## src/rtl/commit_if.sv

```systemverilog
// Retired-instruction stream from the writeback stage into commit_halt_monitor.
// The stream is valid-only: commit_pc is meaningful only while commit_valid is high, and there is no ready (the monitor never stalls commits).
interface commit_if;
  logic        commit_valid;
  logic [31:0] commit_pc;

  modport master (output commit_valid, output commit_pc);
  modport slave  (input  commit_valid, input  commit_pc);
endinterface

```

## src/rtl/commit_halt_monitor.sv

```systemverilog
// Commit-side run monitor: counts cycles/retirements and raises a sticky halt on END_PC, a self-loop or a cycle-budget timeout.
// Optional commit-PC history FIFO is enabled by defining COMMIT_TRACE_FIFO_EN.
module commit_halt_monitor #(
  parameter logic [31:0] END_PC      = 32'h0C000048,
  parameter int unsigned MAX_CYCLES  = 50,
  parameter int unsigned LOOP_LIMIT  = 4,
  parameter int unsigned TRACE_DEPTH = 8
) (
  input  logic                         clk,
  input  logic                         rstn,
  input  logic                         clear,
  commit_if.slave                      commit,
  output logic                         halt,
  output logic [1:0]                   status,
  output logic [31:0]                  cycle_cnt,
  output logic [31:0]                  retire_cnt,
  input  logic                         trace_rd_en,
  output logic [31:0]                  trace_rd_data,
  output logic                         trace_empty,
  output logic [$clog2(TRACE_DEPTH):0] trace_count
);

  localparam int unsigned AW      = $clog2(TRACE_DEPTH);
  localparam logic [31:0] MAX_C   = 32'(MAX_CYCLES);
  localparam logic [31:0] LOOP_C  = 32'(LOOP_LIMIT);

  localparam logic [1:0] ST_RUNNING = 2'b00;
  localparam logic [1:0] ST_PASS    = 2'b01;
  localparam logic [1:0] ST_LOOP    = 2'b10;
  localparam logic [1:0] ST_TIMEOUT = 2'b11;

  typedef enum logic {S_RUN = 1'b0, S_HALT = 1'b1} state_e;

  state_e      state_q, state_d;
  logic        halt_q, halt_d;
  logic [1:0]  status_q, status_d;
  logic [31:0] cycle_cnt_q, cycle_cnt_d;
  logic [31:0] retire_cnt_q, retire_cnt_d;
  logic [31:0] loop_cnt_q, loop_cnt_d;
  logic [31:0] last_pc_q, last_pc_d;
  logic        pass_ev, loop_ev, tmo_ev;
  logic        accept;

  // A commit is only accepted (counted, traced) while running.
  assign accept = (state_q == S_RUN) && commit.commit_valid;

  always_comb begin
    state_d      = state_q;
    halt_d       = halt_q;
    status_d     = status_q;
    cycle_cnt_d  = cycle_cnt_q;
    retire_cnt_d = retire_cnt_q;
    loop_cnt_d   = loop_cnt_q;
    last_pc_d    = last_pc_q;
    pass_ev      = 1'b0;
    loop_ev      = 1'b0;
    tmo_ev       = 1'b0;

    if (state_q == S_RUN) begin
      if (cycle_cnt_q != 32'hFFFF_FFFF) cycle_cnt_d = cycle_cnt_q + 32'd1;
      if (commit.commit_valid) begin
        if (retire_cnt_q != 32'hFFFF_FFFF) retire_cnt_d = retire_cnt_q + 32'd1;
        last_pc_d  = commit.commit_pc;
        // retire_cnt==0 means last_pc holds the reset value, not a real commit.
        loop_cnt_d = (commit.commit_pc == last_pc_q && retire_cnt_q != 32'd0) ?
                     loop_cnt_q + 32'd1 : 32'd1;
        pass_ev    = (commit.commit_pc == END_PC);
        loop_ev    = (loop_cnt_d == LOOP_C);
      end
      tmo_ev = (MAX_C != 32'd0) && (cycle_cnt_d == MAX_C);

      if (pass_ev || loop_ev || tmo_ev) begin
        state_d = S_HALT;
        halt_d  = 1'b1;
        if (pass_ev)      status_d = ST_PASS;
        else if (loop_ev) status_d = ST_LOOP;
        else              status_d = ST_TIMEOUT;
      end
    end

    if (clear) begin
      state_d      = S_RUN;
      halt_d       = 1'b0;
      status_d     = ST_RUNNING;
      cycle_cnt_d  = 32'd0;
      retire_cnt_d = 32'd0;
      loop_cnt_d   = 32'd0;
      last_pc_d    = 32'd0;
    end
  end

  always_ff @(posedge clk or negedge rstn) begin
    if (!rstn) begin
      state_q      <= S_RUN;
      halt_q       <= 1'b0;
      status_q     <= ST_RUNNING;
      cycle_cnt_q  <= 32'd0;
      retire_cnt_q <= 32'd0;
      loop_cnt_q   <= 32'd0;
      last_pc_q    <= 32'd0;
    end else begin
      state_q      <= state_d;
      halt_q       <= halt_d;
      status_q     <= status_d;
      cycle_cnt_q  <= cycle_cnt_d;
      retire_cnt_q <= retire_cnt_d;
      loop_cnt_q   <= loop_cnt_d;
      last_pc_q    <= last_pc_d;
    end
  end

  assign halt       = halt_q;
  assign status     = status_q;
  assign cycle_cnt  = cycle_cnt_q;
  assign retire_cnt = retire_cnt_q;

`ifdef COMMIT_TRACE_FIFO_EN
  localparam logic [AW:0] DEPTH_C = (AW+1)'(TRACE_DEPTH);

  logic [31:0]   mem_q [TRACE_DEPTH];
  logic [31:0]   mem_d [TRACE_DEPTH];
  logic [AW-1:0] wr_ptr_q, wr_ptr_d;
  logic [AW-1:0] rd_ptr_q, rd_ptr_d;
  logic [AW:0]   cnt_q, cnt_d;
  logic [31:0]   rd_data_q, rd_data_d;
  logic          pop;

  assign pop = trace_rd_en && (cnt_q != '0);

  always_comb begin
    mem_d     = mem_q;
    wr_ptr_d  = wr_ptr_q;
    rd_ptr_d  = rd_ptr_q;
    cnt_d     = cnt_q;
    rd_data_d = rd_data_q;

    // The pop reads the pre-edge head, so a simultaneous push into a full FIFO cannot clobber it.
    if (pop) begin
      rd_data_d = mem_q[rd_ptr_q];
      rd_ptr_d  = rd_ptr_q + 1'b1;
    end
    if (accept) begin
      mem_d[wr_ptr_q] = commit.commit_pc;
      wr_ptr_d        = wr_ptr_q + 1'b1;
      if (cnt_q == DEPTH_C && !pop) rd_ptr_d = rd_ptr_q + 1'b1;
    end
    if (accept && !pop && cnt_q != DEPTH_C) cnt_d = cnt_q + 1'b1;
    else if (pop && !accept)                cnt_d = cnt_q - 1'b1;

    if (clear) begin
      wr_ptr_d  = '0;
      rd_ptr_d  = '0;
      cnt_d     = '0;
      rd_data_d = 32'd0;
    end
  end

  always_ff @(posedge clk or negedge rstn) begin
    if (!rstn) begin
      for (int i = 0; i < int'(TRACE_DEPTH); i++) mem_q[i] <= 32'd0;
      wr_ptr_q  <= '0;
      rd_ptr_q  <= '0;
      cnt_q     <= '0;
      rd_data_q <= 32'd0;
    end else begin
      mem_q     <= mem_d;
      wr_ptr_q  <= wr_ptr_d;
      rd_ptr_q  <= rd_ptr_d;
      cnt_q     <= cnt_d;
      rd_data_q <= rd_data_d;
    end
  end

  assign trace_rd_data = rd_data_q;
  assign trace_empty   = (cnt_q == '0);
  assign trace_count   = cnt_q;
`else
  logic unused_trace_rd_en;
  logic unused_accept;
  assign unused_trace_rd_en = trace_rd_en;
  assign unused_accept      = accept;
  assign trace_rd_data      = 32'd0;
  assign trace_empty        = 1'b1;
  assign trace_count        = '0;
`endif

endmodule

```

## src/flat_wrapper.sv

```systemverilog
// flat-port wrapper written by rule: the top's interface ports become plain ports
module commit_halt_monitor_flat 
#(
  parameter logic [31:0] END_PC      = 32'h0C000048,
  parameter int unsigned MAX_CYCLES  = 50,
  parameter int unsigned LOOP_LIMIT  = 4,
  parameter int unsigned TRACE_DEPTH = 8
)
  (clk, rstn, clear, halt, status, cycle_cnt, retire_cnt, trace_rd_en, trace_rd_data, trace_empty, trace_count, commit_commit_valid, commit_commit_pc);
  commit_if commit_i ();
  input  logic clk;
  input  logic rstn;
  input  logic clear;
  output logic halt;
  output logic [1:0] status;
  output logic [31:0] cycle_cnt;
  output logic [31:0] retire_cnt;
  input  logic trace_rd_en;
  output logic [31:0] trace_rd_data;
  output logic trace_empty;
  output logic [$clog2(TRACE_DEPTH):0] trace_count;
  input wire logic [$bits(commit_i.commit_valid)-1:0] commit_commit_valid;
  input wire logic [$bits(commit_i.commit_pc)-1:0] commit_commit_pc;
  assign commit_i.commit_valid = commit_commit_valid;
  assign commit_i.commit_pc = commit_commit_pc;
  commit_halt_monitor #(.END_PC(END_PC), .MAX_CYCLES(MAX_CYCLES), .LOOP_LIMIT(LOOP_LIMIT), .TRACE_DEPTH(TRACE_DEPTH)) u_core (.clk(clk), .rstn(rstn), .clear(clear), .commit(commit_i), .halt(halt), .status(status), .cycle_cnt(cycle_cnt), .retire_cnt(retire_cnt), .trace_rd_en(trace_rd_en), .trace_rd_data(trace_rd_data), .trace_empty(trace_empty), .trace_count(trace_count));
endmodule
```

## config.mk

```make
export PLATFORM = sky130hd
export DESIGN_NAME = commit_halt_monitor_flat
export DESIGN_NICKNAME = d
export VERILOG_FILES = /design/src/rtl/commit_if.sv /design/src/rtl/commit_halt_monitor.sv /design/src/flat_wrapper.sv
export SDC_FILE = /design/constraint.sdc
export NUM_CORES = 1
export LEC_CHECK = 0
export CAP_MARGIN = 40
export CORE_ASPECT_RATIO = 0.5
export CORE_MARGIN = 2
export CORE_UTILIZATION = 55
export DETAILED_ROUTE_END_ITERATION = 10
export GPL_TIMING_DRIVEN = 0
export PLACE_DENSITY_LB_ADDON = 0.08
export SLEW_MARGIN = 20
export SYNTH_ARGS = -nofsm -noshare
export SYNTH_HDL_FRONTEND = slang
export SYNTH_SLANG_ARGS = --single-unit
```

## constraint.sdc

```tcl
create_clock -name clk -period 4.5 [get_ports clk]
set_clock_uncertainty 0.05 [all_clocks]
set_input_delay 0.675 -clock clk [delete_from_list [all_inputs] [get_ports clk]]
set_output_delay 0.675 -clock clk [all_outputs]
set_load 0.005 [all_outputs]
```

### Word-level counts from Yosys, hierarchy flattened

Cells that the tools add are included.

* order comparisons: 0
* div/mod/pow operators: 0
* reduce and logical (&&, ||, !) cells: 10
* muxes and demuxes: 30
* shift-type cells: 0
* multipliers: 0
* add/subtract/negate cells: 3
* equality and inequality tests: 7
* bitwise operators: 0

Operators with widths (number)
* 32-bit two-way mux: 15
* 32-bit by 1-bit adder with 32-bit output, second input constant: 3
* 32-bit inequality test, second input constant: 2
* 32-bit by 28-bit equality test with 1-bit output, second input constant: 1
* 32-bit by 3-bit equality test with 1-bit output, second input constant: 1
* 32-bit equality test: 1
* 32-bit by 6-bit equality test with 1-bit output, second input constant: 1
* 32-bit nonzero test: 1
* 1-bit two-way mux: 11
* 2-bit two-way mux: 4
* 2-bit nonzero test: 3
* 2-bit AND reduction: 2
* 3-bit AND reduction: 1
* 1-bit logical OR: 2
* 2-bit inequality test, second input constant: 1
* 1-bit logical AND: 1

* memory bits (read-only): 0
* register bits: 132
* bits in latches: 0
* bits in writable memories: 0
* memories: 0
* bits of input ports: 37

### Logic depth before layout (Yosys ltp)

* word-level depth: 11
* gate-level depth with buffers: 12
* mapped depth without buffers: 10

### Least setup slack after synthesis

Ideal clock, no wire load.

* path kind: reg2reg
* start: register u_core.cycle_cnt_q[0], in the netlist u_core.cycle_cnt[0]
* end: register u_core.status_q[1], in the netlist u_core.status[1]
* setup slack: 1.514 ns
* data required time: 4.370 ns
* arrival: 2.856 ns
* period minus slack after synthesis: 2.986 ns
* cell stages (with the launch flop): 11
* path through: dfrtp_1 ha_1 nand3_2 or4_1 buf_2 o31ai_1 mux2i_1 o2111ai_1 or4_4 and3b_1 nor3_2

* cells in the longest elaborated chain, start to end: 7

RTL lines
* from (decl): line commit_halt_monitor.sv:37 `logic [31:0] cycle_cnt_q, cycle_cnt_d;`
* from (signal assigned): line commit_halt_monitor.sv:105 `cycle_cnt_q <= cycle_cnt_d;`
* 32-bit by 1-bit adder with 32-bit output or 32-bit inequality test (tied branches): line commit_halt_monitor.sv:60 `if (cycle_cnt_q != 32'hFFFF_FFFF) cycle_cnt_d = cycle_cnt_q + 32'd1;`
* 32-bit two-way mux *: line commit_halt_monitor.sv:60
* 32-bit two-way mux *: line commit_halt_monitor.sv:59 `if (state_q == S_RUN) begin`
* 32-bit by 6-bit equality test with 1-bit output *: line commit_halt_monitor.sv:70 `tmo_ev = (MAX_C != 32'd0) && (cycle_cnt_d == MAX_C);`
* 1-bit logical OR *: line commit_halt_monitor.sv:72 `if (pass_ev || loop_ev || tmo_ev) begin`
* 2-bit nonzero test (no source line) *
* 2-bit AND reduction (no source line) *
* to (signal assigned): line commit_halt_monitor.sv:104 `status_q <= status_d;`
* to (decl): line commit_halt_monitor.sv:36 `logic [1:0] status_q, status_d;`

Mark *: on every way between the ends. The rest lies on a longest branch, timed or not. The select of a mux whose other input is x is not followed.
A chain may end at the register's enable or synchronous reset.

### Worst setup path in the final report

Ends and elaborated chain as after synthesis.

==> results.cfg <==
[worst_setup_path]
crit_required_ns = 4.80
crit_type = register to register
r2r_slack_ns = 0.93
crit_path_max_fanout = 10
arrival_ns = 3.86
startpoint_type = register
endpoint_kind = register

[synthesis]
synthTopCellsByCount = dfrtp_1, nor2_1, xor2_1
synth_compound_area_share_pct = 15.0
synthesis.area_um2 = 8400
synth_xor_area_share_pct = 9.80
avgSynthCellArea_um2 = 8.77
synthArstFlopShare_pct = 100
ys_ff_latch = 132
synth_fa_ha_area_share_pct = 0.596
netlist.area_leader.share_pct = 39.3
synthSimpleGateAreaFrac_pct = 27.2
synthCells = 958
synth_enable_flop_cells = 0
synth_mux_area_share_pct = 1.09
synth_warnings = 0
yosysSeqAreaShare_pct = 39.3
yosysMostFrequentCell = dfrtp_1
ys_types = 69
synth_top_family_by_area = simple AND/OR/NAND/NOR gates
synth_top_area_cell = dfrtp_1
synthTopCellsByArea = dfrtp_1, xor2_1, nor2_1
synth_flop_cell = dfrtp_1

[place]
placed_cells = 1294
io_buffer_count = 101
place_congestion = 0.962
dp_slack_ns = 0.748
place_area_um2 = 9830
dp_hpwl_um = 17200

[layout]
drive_above_1_share_pct = 9.82
multi_input_area_um2 = 4640
fin_util_pct = 70.8
num-nets-final = 1158
regArea_um2 = 3300
final-instance-count-excl-fill = 1328
n_fill_cell = 1160
fin_area_um2 = 10400
n_antenna_cell = 0
syn_to_final_growth_pct = 24.0

[clock_tree]
cts.sinks = 132
worstSkewPairLatency_ns = 0.43
htreeDepth = 4
ctsResizeCount = 0
postCtsHoldBufs = 0
cts_post_setup_buffers_inserted = 0
cts_tree = done
clk_path_buf_depth = 2
cts.clk_slew.worst_paths_ns = 0.07
cts_buffers = 17
cts_root_buf = clkbuf_16

[grt]
grt_usage_pct = 29.6
grt_max_degree = 94
grt_pass1_wl_um = 38300
grt_pass1_vias = 7465
antenna_found_initial = 0
grt_overflow_total = 0

[timing]
worst_hold_slack_ns = 0.0721
timing.final.ws_setup_ns = 0.931
post-route-period-util_pct = 79.3
hold_viol_final = 0
tightestPinTransition_ns = 0.919
min_period_ns = 3.57
setup_viol = 0
timing.final.max_slew_violations = 0
rsz0062_at_grt = false
relSlewSlack_pct = 38.2
max_clock_freq_mhz = 280

[drt]
drt-wirelength-per-cell_um = 18.0
top_layer = met4
drt-total-wl_um = 23900
met1_length_um = 11200
num_vias = 8113
first_pass_iters = 5
route.detailed.drc = 0
wl_met3_um = 1800
initialDrtViolationCount = 786
ant_nets = 0
via_per_inst = 6.11
met2_length_um = 10700

[floorplanning]
die_w_um = 179
start_util_pct = 57.1
chipHeight_um = 91.4
core_area_um2 = 14700
ios = 141
fp.dieArea_um2 = 16300
placementRows = 31

[flow_run]
max_cap_violations = 0

[worst_hold_path]
min_path_type = input pin to async pin

[power]
p_leak_uw = 0.00435
powerDensity_nw_per_um2 = 270
vdd_drop_max_mv = 0.229

[outcome]
outcome = finished, final reports clean
-- state kept, by name (all words and copies together), names as in the netlist --
name	cells
u_core.retire_cnt	32
u_core.halt	1
u_core.loop_cnt_q	32
u_core.cycle_cnt	32
u_core.status	2
u_core.last_pc_q	32
u_core.state_q	1
-- path summary, 6_finish.rpt --
| check | startpoint | to | cells past startpoint |
|---|---|---|---|
| setup / recovery | u_core.cycle_cnt[0]$_DFFE_PN0P_ | u_core.status[1]$_DFFE_PN0P_ | 9 |
| hold / removal | rstn | u_core.loop_cnt_q[25]$_DFFE_PN0P_ | 1 |
| setup reg to reg | u_core.cycle_cnt[0]$_DFFE_PN0P_ | u_core.status[1]$_DFFE_PN0P_ | 9 |
| hold reg to reg | u_core.loop_cnt_q[31]$_DFFE_PN0P_ | u_core.loop_cnt_q[31]$_DFFE_PN0P_ | 2 |
| max in group asynchronous | rstn | u_core.retire_cnt[0]$_DFFE_PN0P_ | 2 |
| min in group clk | u_core.loop_cnt_q[31]$_DFFE_PN0P_ | u_core.loop_cnt_q[31]$_DFFE_PN0P_ | 2 |
-- cell usage in the layout (no fill, tap or decap), drive strengths merged, types with 8 or more instances in the layout --
master,count
or3,18
o21ai,55
nor4,32
xor2,74
nand4,48
inv,19
clkdlybuf4s50,100
nor3,31
nand3,45
or4,8
a21oi,22
conb,37
and3,21
nor2,99
a31oi,8
clkbuf,66
buf,59
mux2i,8
dfrtp,132
nor4b,8
xnor2,20
o31ai,22
a22o,34
and4,12
nand2,73
-- routing by layer --
metal	vias to the layer above	GRT usage, %
met5	-	0
met4	0	6.91
met3	33	4.69
met2	356	45.8
met1	3948	43.3
li1	3776	-
-- worst max-delay path: stages, from the launching register on --
cell and delay [ns]:
dfrtp_1 0.48, ha_1 0.28, nand3_2 0.23, or4_1 0.64, nor3_1 0.36, mux2i_1 0.32, o2111ai_1 0.18, or4_4 0.61
and3b_1 0.20, nor3_2 0.13
-- kinds of logic after synthesis --
logic type | count (synthesis)
simple gates | 424
mux | 9
xor+xnor | 94
buf+inv | 111
flops | 132
fa+ha+maj | 4
compound gates | 182
other cells | 2
-- cell type report --
class / instances / share of cell area [%]
clock buffers: 18 / 4.22
multi-input cells: 750 / 44.6
clock inverters: 14 / 1.26
well taps: 198 / 2.38
flip-flops and latches: 132 / 31.7
repair buffers: 105 / 10.2
inverters: 9 / 0.324
plain buffers: 102 / 5.29
-- power by group --
group	leakage, µW	switching [µW]	internal [µW]	total, µW
Combinational	0.00226	122	99.2	222
Clock	0.000274	620	748	1370
Sequential	0.00182	19.6	1210	1230
-- per-stage QoR --
step                TNS (ns)  total power, µW
global route               0             2910
CTS                        0             2820
global placement     -337.21             1460
detailed placement         0             1470
finish                     0             2820
floorplan                  0             1350
Note: power is estimated with default switching activity, not from simulation.
